**src/rtl/sram16_word_ctrl.sv**
```systemverilog
// Host-side word controller for the 16x1 dual-read SRAM macro: serialises word writes
// bit by bit through port 1 and gathers word reads through one or both read ports.
module sram16_word_ctrl #(
    parameter bit DUAL_READ = 1'b1
) (
    input  logic        clk,
    input  logic        rst,
    input  logic        cmd_valid,
    output logic        cmd_ready,
    input  logic        cmd_wr,
    input  logic [15:0] cmd_wdata,
    output logic        rsp_valid,
    input  logic        rsp_ready,
    output logic [15:0] rsp_rdata,
    output logic        busy,
    output logic [3:0]  sram_addr1,
    output logic [3:0]  sram_addr2,
    output logic        sram_wline,
    output logic        sram_rdwr,
    output logic        sram_deven,
    input  logic        sram_rline1,
    input  logic        sram_rline2
);

    typedef enum logic [2:0] {
        IDLE,
        WSETUP,
        WRITE,
        WDONE,
        RSETUP,
        READ,
        RLAST,
        RESP
    } state_t;

    // Address advance per read beat and the address pair held during the final beat.
    localparam logic [3:0] ADDR_STEP = DUAL_READ ? 4'd2 : 4'd1;
    localparam logic [3:0] LAST_READ = DUAL_READ ? 4'd14 : 4'd15;

    state_t      state;
    logic [15:0] wordBuf;

    assign cmd_ready = (state == IDLE);
    assign busy      = (state != IDLE);

    // NOTE: every SRAM pin is a flop updated with non-blocking assignments, so the macro
    // latches last cycle's address/data at the same edge this block advances on.
    // sram_rdwr only ever changes on an edge that also leaves sram_deven high, so the
    // macro never sees a write enable against a stale latched address.
    always_ff @(posedge clk or posedge rst) begin
        if (rst) begin
            state      <= IDLE;
            wordBuf    <= '0;
            sram_deven <= 1'b1;
            sram_rdwr  <= 1'b0;
            sram_addr1 <= '0;
            sram_addr2 <= '0;
            sram_wline <= 1'b0;
            rsp_valid  <= 1'b0;
            rsp_rdata  <= '0;
        end else begin
            case (state)
                IDLE: begin
                    if (cmd_valid) begin
                        wordBuf    <= cmd_wdata;
                        sram_addr1 <= 4'd0;
                        if (cmd_wr) begin
                            state      <= WSETUP;
                            sram_rdwr  <= 1'b1;
                            sram_wline <= cmd_wdata[0];
                        end else begin
                            state      <= RSETUP;
                            sram_addr2 <= DUAL_READ ? 4'd1 : 4'd0;
                        end
                    end
                end

                WSETUP: begin
                    state      <= WRITE;
                    sram_deven <= 1'b0;
                    sram_addr1 <= 4'd1;
                    sram_wline <= wordBuf[1];
                end

                WRITE: begin
                    if (sram_addr1 == 4'd15) begin
                        state <= WDONE;
                    end else begin
                        sram_addr1 <= sram_addr1 + 4'd1;
                        sram_wline <= wordBuf[sram_addr1 + 4'd1];
                    end
                end

                WDONE: begin
                    state      <= IDLE;
                    sram_deven <= 1'b1;
                    sram_rdwr  <= 1'b0;
                end

                RSETUP: begin
                    state      <= READ;
                    sram_deven <= 1'b0;
                    sram_addr1 <= ADDR_STEP;
                    if (DUAL_READ) begin
                        sram_addr2 <= ADDR_STEP + 4'd1;
                    end
                end

                // Read data on the lines belongs to the address pair driven one beat earlier.
                READ: begin
                    rsp_rdata[sram_addr1 - ADDR_STEP] <= sram_rline1;
                    if (DUAL_READ) begin
                        rsp_rdata[sram_addr2 - ADDR_STEP] <= sram_rline2;
                    end
                    if (sram_addr1 == LAST_READ) begin
                        state <= RLAST;
                    end else begin
                        sram_addr1 <= sram_addr1 + ADDR_STEP;
                        if (DUAL_READ) begin
                            sram_addr2 <= sram_addr2 + ADDR_STEP;
                        end
                    end
                end

                RLAST: begin
                    rsp_rdata[sram_addr1] <= sram_rline1;
                    if (DUAL_READ) begin
                        rsp_rdata[sram_addr2] <= sram_rline2;
                    end
                    state      <= RESP;
                    sram_deven <= 1'b1;
                    rsp_valid  <= 1'b1;
                end

                RESP: begin
                    if (rsp_ready) begin
                        state     <= IDLE;
                        rsp_valid <= 1'b0;
                    end
                end

                default: state <= IDLE;
            endcase
        end
    end

endmodule
```
**config.mk**
```make
export PLATFORM = sky130hd
export DESIGN_NAME = sram16_word_ctrl
export DESIGN_NICKNAME = d
export VERILOG_FILES = /design/src/rtl/sram16_word_ctrl.sv
export SDC_FILE = /design/constraint.sdc
export NUM_CORES = 1
export LEC_CHECK = 0
export CAP_MARGIN = 0
export CORE_MARGIN = 1
export CORE_UTILIZATION = 50
export CTS_BUF_LIST = sky130_fd_sc_hd__clkbuf_2
export CTS_CLUSTER_DIAMETER = 120
export DETAILED_ROUTE_END_ITERATION = 7
export HOLD_SLACK_MARGIN = 0.08
export PLACE_DENSITY = 0.75
export SETUP_SLACK_MARGIN = 0.4
export SLEW_MARGIN = 10
export SYNTH_ARGS = -nofsm -noshare
export SYNTH_HDL_FRONTEND = slang
export SYNTH_SLANG_ARGS = --single-unit
```
**constraint.sdc**
```tcl
create_clock -name clk -period 4.4 [get_ports clk]
set_input_delay 0.88 -clock clk [delete_from_list [all_inputs] [get_ports clk]]
set_output_delay 0.88 -clock clk [all_outputs]
set_load 0.05 [all_outputs]
```
# == Yosys cells after proc, flatten, opt, wreduce, memory -nomap -nowiden ==
# Index checks and enable logic that the tools add are counted.
# classes
add_sub_neg,5
order_cmp,9
eq_ne,17
muxes,39
n_reduce_logical,22
# op_table
op,n
bitwise mux 16 bit,4
one-hot mux 16 bit (2 select lines),1
< comparator 4 x 5 -> 1 bit (second input constant),5
2-to-1 mux 4 bit,6
one-hot mux 3 bit (8 select lines),1
one-hot mux 4 bit (5 select lines),1
demux 1 bit (select 4 bit),4
greater-or-equal comparator 4 x 1 -> 1 bit (second input constant),4
AND reduction 4 bit,4
2-to-1 mux 3 bit,5
!= test 2 bit (second input constant),7
== test 3 bit (second input constant),4
one-hot mux 4 bit (3 select lines),1
2-to-1 mux 1 bit,11
nonzero test 3 bit,3
adder 4 x 2 -> 4 bit (second input constant),2
== test 4 bit (second input constant),2
nonzero test 2 bit,4
subtractor 4 x 2 -> 4 bit (second input constant),2
== test 3 x 2 -> 1 bit (second input constant),2
one-hot mux 1 bit (2 select lines),3
nonzero test 5 bit,1
adder 4 x 1 -> 4 bit (second input constant),1
binary-select mux 1 bit (select 4 bit),1
other kinds (8),13
# totals
ff_bits,47
input_bits,23
output_inout_bits,30
wordCells,101

# == Longest topological paths before layout ==
# depth
word_depth,8
mapped_depth,10
depth_no_buf,7

# == Worst setup path before layout ==
# OpenSTA, ideal clock, no wires.
# synth_timing
path_kind,reg2out
start,register state[0]
end,output port busy
arrival_time_ns,2.276
required_time_ns,3.520
path_slack_ns,1.244
stages_incl_launch_ff,4
n_path_buf,1
path_cell_list,dfrtp_1 > buf_4 > nor3_1 > inv_1
# synth_between
elab_chain_len,1
# synth_rtl
element,line,text
"start, declared",40,state_t state;
"start signal, assigned",52,state <= IDLE;
"start signal, assigned",68,state <= WSETUP;
"start signal, assigned",72,state <= RSETUP;
nonzero test 3 bit,44,assign busy = (state != IDLE);
"end, declared",15,"output logic busy,"
# Every way passes these cells.

# == Final worst setup path ==
# layout_timing
start,register state[1]
end,output port busy
# Same word-level chain as after synthesis.

==> flow_summary.toml <==
[global_routing]
gr-usage-met1_pct = 38.9
met3_usage_pct = 4.48
grt_util_met2_pct = 44.7
grt_max_degree = 48
grt_pass1_vias = 3550
grt_usage_pct = 28.1
grt_pass1_wl_um = 18300
gr-max-usage-layer = "met2"
overflow = 0
antenna_found_initial = 0

[run]
maxCapViolCount = 0

[synthesis]
syn_inst = 443
syn_avg_cell_area_um2 = 8.70
synth.distinct_cells = 66
seq_area_frac_synth_pct = 30.6
synth.ff_latch_count = 47
syn_area_mm2 = 0.00385
yosys-top-cells-count = "dfrtp_1 (46), o21ai_0 (37), mux2_2 (29), nor2_1 (28), nand2_1 (27)"
yosysMostFrequentCell = "dfrtp_1"
yosysWarnings = 0
syn_nets = 476
synth-edff-count = 0
ys.flop_type = "dfrtp_1"
synth_top_cell_by_area = "dfrtp_1"
yosys-top-cells-area = "dfrtp_1 (30%), mux2_2 (8.5%), o21ai_0 (4.8%)"
synthArstFlopShare_pct = 100
synth.top_cell.area_share_pct = 29.9

[cts]
cts_buffer_depth = 2
cts.sinks = 47
postCtsResizedCells = 0
cts.htree.levels = 2
clk_latency_ns = 0.46
clkTransAtPathRegs_ns = 0.26
cts_root_buf = "clkbuf_2"
cts_tree = "done"
cts-hold-fix-buffers = 0
post_cts_buffers = 0
cts_buffers = 5

[critical_path]
worstReg2RegEnd = "rsp_rdata[8]"
critPathArrivalTime_ns = 2.43
rr_worst_depth = 5
cp.required_ns = 3.52
r2r_start = "state[1]"
end_kind = "output port"
cp_max_fo = 23
critPathKind = "flip-flop to output port"
critPathLaunchType = "flip-flop"
worst-r2r-setup-slack_ns = 1.29

[detailed_routing]
via_per_inst = 6.66
dr.pass1.iters = 5
vias = 3772
drtIter0Drc = 464
drcViolationCount = 0
drt-total-wl_um = 11100
antenna_left = 0
wl_per_cell_um = 19.6

[sta]
drv_slew = 0
holdWs_ns = 0.507
worstMarginPinSlew_ns = 1.06
rsz0062_at_grt = "false"
finalSetupTns_ns = 0
slew_headroom_pct = 29.2
period_share_pct = 75.1
fmax_mhz = 302
setup_violations = 0
post-route-min-period_ns = 3.31
skew_ns = 0.0265
final_hold_viol_count = 0

[final_layout]
areaGrowthSynthToFinish_pct = 12.7
n_antenna_cell = 0
nFillCells = 666
final_layout_size_suffix_gt1_share_pct = 12.6
nNetsFinal = 499

[floorplan]
start_util_pct = 52.6
die_h_um = 89.8
row_count = 31
core_region_area_mm2 = 0.00733
die_x_um = 89.8
io_pins = 53
dieArea_mm2 = 0.00806

[placement]
dp_hpwl_um = 7670
gp_congestion = 0.961
port-buffer-count = 52

[pwr]
leakage_uw = 0.00169
p_per_area_mw_per_mm2 = 774
vdd_drop_max_mv = 0.418

[hold_path]
hold_path.class = "flip-flop to flip-flop"
hold-path-endpoint = "sram_deven"
hold_path.startpoint = "sram_deven"
hold_path_depth = 2

[outcome]
status = "finished, final reports clean"
## cell families (layout without fill, tap and decap cells)
family / after synthesis / count (layout) / synth area share, %
muxes: 38 / 38 / 11.5
xor gates and xnor gates: 8 / 8 / 2.89
DFF: 47 / 47 / 30.6
adders and majority gates: 10 / 10 / 3.25
AOI/OAI and AO/OA: 131 / 131 / 23.1
buffers and inverters: 53 / 77 / 6.98
and+or+nand+nor: 156 / 156 / 21.8
## worst max-delay path by stage
stage / from / depth (start not counted) / end / slack, ns
global placement: state[1] / 5 / rsp_rdata[8] / 1.45
global route: state[1] / 2 / cmd_ready / 0.92
finish: state[1] / 3 / busy / 1.09
detailed placement: state[1] / 5 / rsp_rdata[8] / 1.38
CTS: state[1] / 2 / cmd_ready / 1.10
floorplan: state[0] / 3 / busy / 1.24
## per-layer routing
metal / routed length (um) / up-vias
li1: - / 1715
met1: 4810 / 1832
met2: 5240 / 202
met3: 836 / 23
met4: 233 / 0
met5: 0 / -
## registers in the layout (all words and copies together) (netlist names)
| register | cells |
|---|---|
| rsp_rdata | 16 |
| wordBuf | 16 |
| sram_addr1 | 4 |
| sram_addr2 | 4 |
| state | 3 |
| rsp_valid | 1 |
| sram_deven | 1 |
| sram_rdwr | 1 |
| sram_wline | 1 |
## final cells by class
| cell class | instances | area [um^2] | share of cell area (%) |
|---|---|---|---|
| Clock buffer | 7 | 35.0 | 0.807 |
| Sequential cell | 47 | 1180 | 27.1 |
| Clock inverter | 1 | 7.51 | 0.173 |
| Multi-Input combinational cell | 343 | 2410 | 55.4 |
| Tap cell | 99 | 124 | 2.85 |
| Inverter | 15 | 56.3 | 1.30 |
| Timing Repair Buffer | 54 | 536 | 12.3 |
## per-stage QoR
step / worst slack [ns] / instances / cell area [um^2] / utilization (%) / power [uW]
2_1_floorplan: 1.24 / 443 / 3850 / - / 2570
4_1_cts: 1.10 / 566 / 4340 / 59.2 / 3330
3_3_place_gp: 1.45 / 558 / 4300 / 58.6 / 3090
5_1_grt: 0.923 / 566 / 4340 / 59.2 / 3560
3_5_place_dp: 1.38 / 558 / 4300 / 58.6 / 3130
6_report: 1.09 / 566 / 4340 / 59.2 / 3360
## critical path, stage by stage (launching register included)
cell	delay (ns)
dfrtp_1	0.89
nor3_1	0.16
inv_1	0.11
clkdlybuf4s50_1	0.80
## where the power goes
| group | total [uW] | switching [uW] | internal [uW] |
|---|---|---|---|
| Sequential | 901 | 288 | 613 |
| Combinational | 2260 | 1430 | 831 |
| Clock | 195 | 151 | 43.7 |
## layout by cell type, fill, tap and decap left out, types with 2 or more instances in the layout
master and count:
clkdlybuf4s50_1 52, dfrtp_1 46, o21ai_0 37, mux2_2 29, nor2_1 28, nand2_1 27, a21oi_1 25, nand3_1 24
nor3_1 23, a31oi_1 15, inv_1 12, ha_1 10, nand2b_1 9, nor4_1 8, and3_1 8, a221oi_1 8
a211oi_1 7, mux2i_1 7, clkbuf_2 7, nor2b_1 6, or3_1 6, a221o_1 5, o211ai_1 5, xor2_1 4
or4_1 3, o221ai_1 3, a221oi_2 3, a41oi_1 3, and3b_1 2, xor2_2 2, nor4bb_1 2, a211o_1 2
inv_2 2, a22oi_1 2, a32o_1 2, o31ai_1 2, mux4_2 2, buf_4 2
Note: power is estimated with default switching activity, not from simulation.
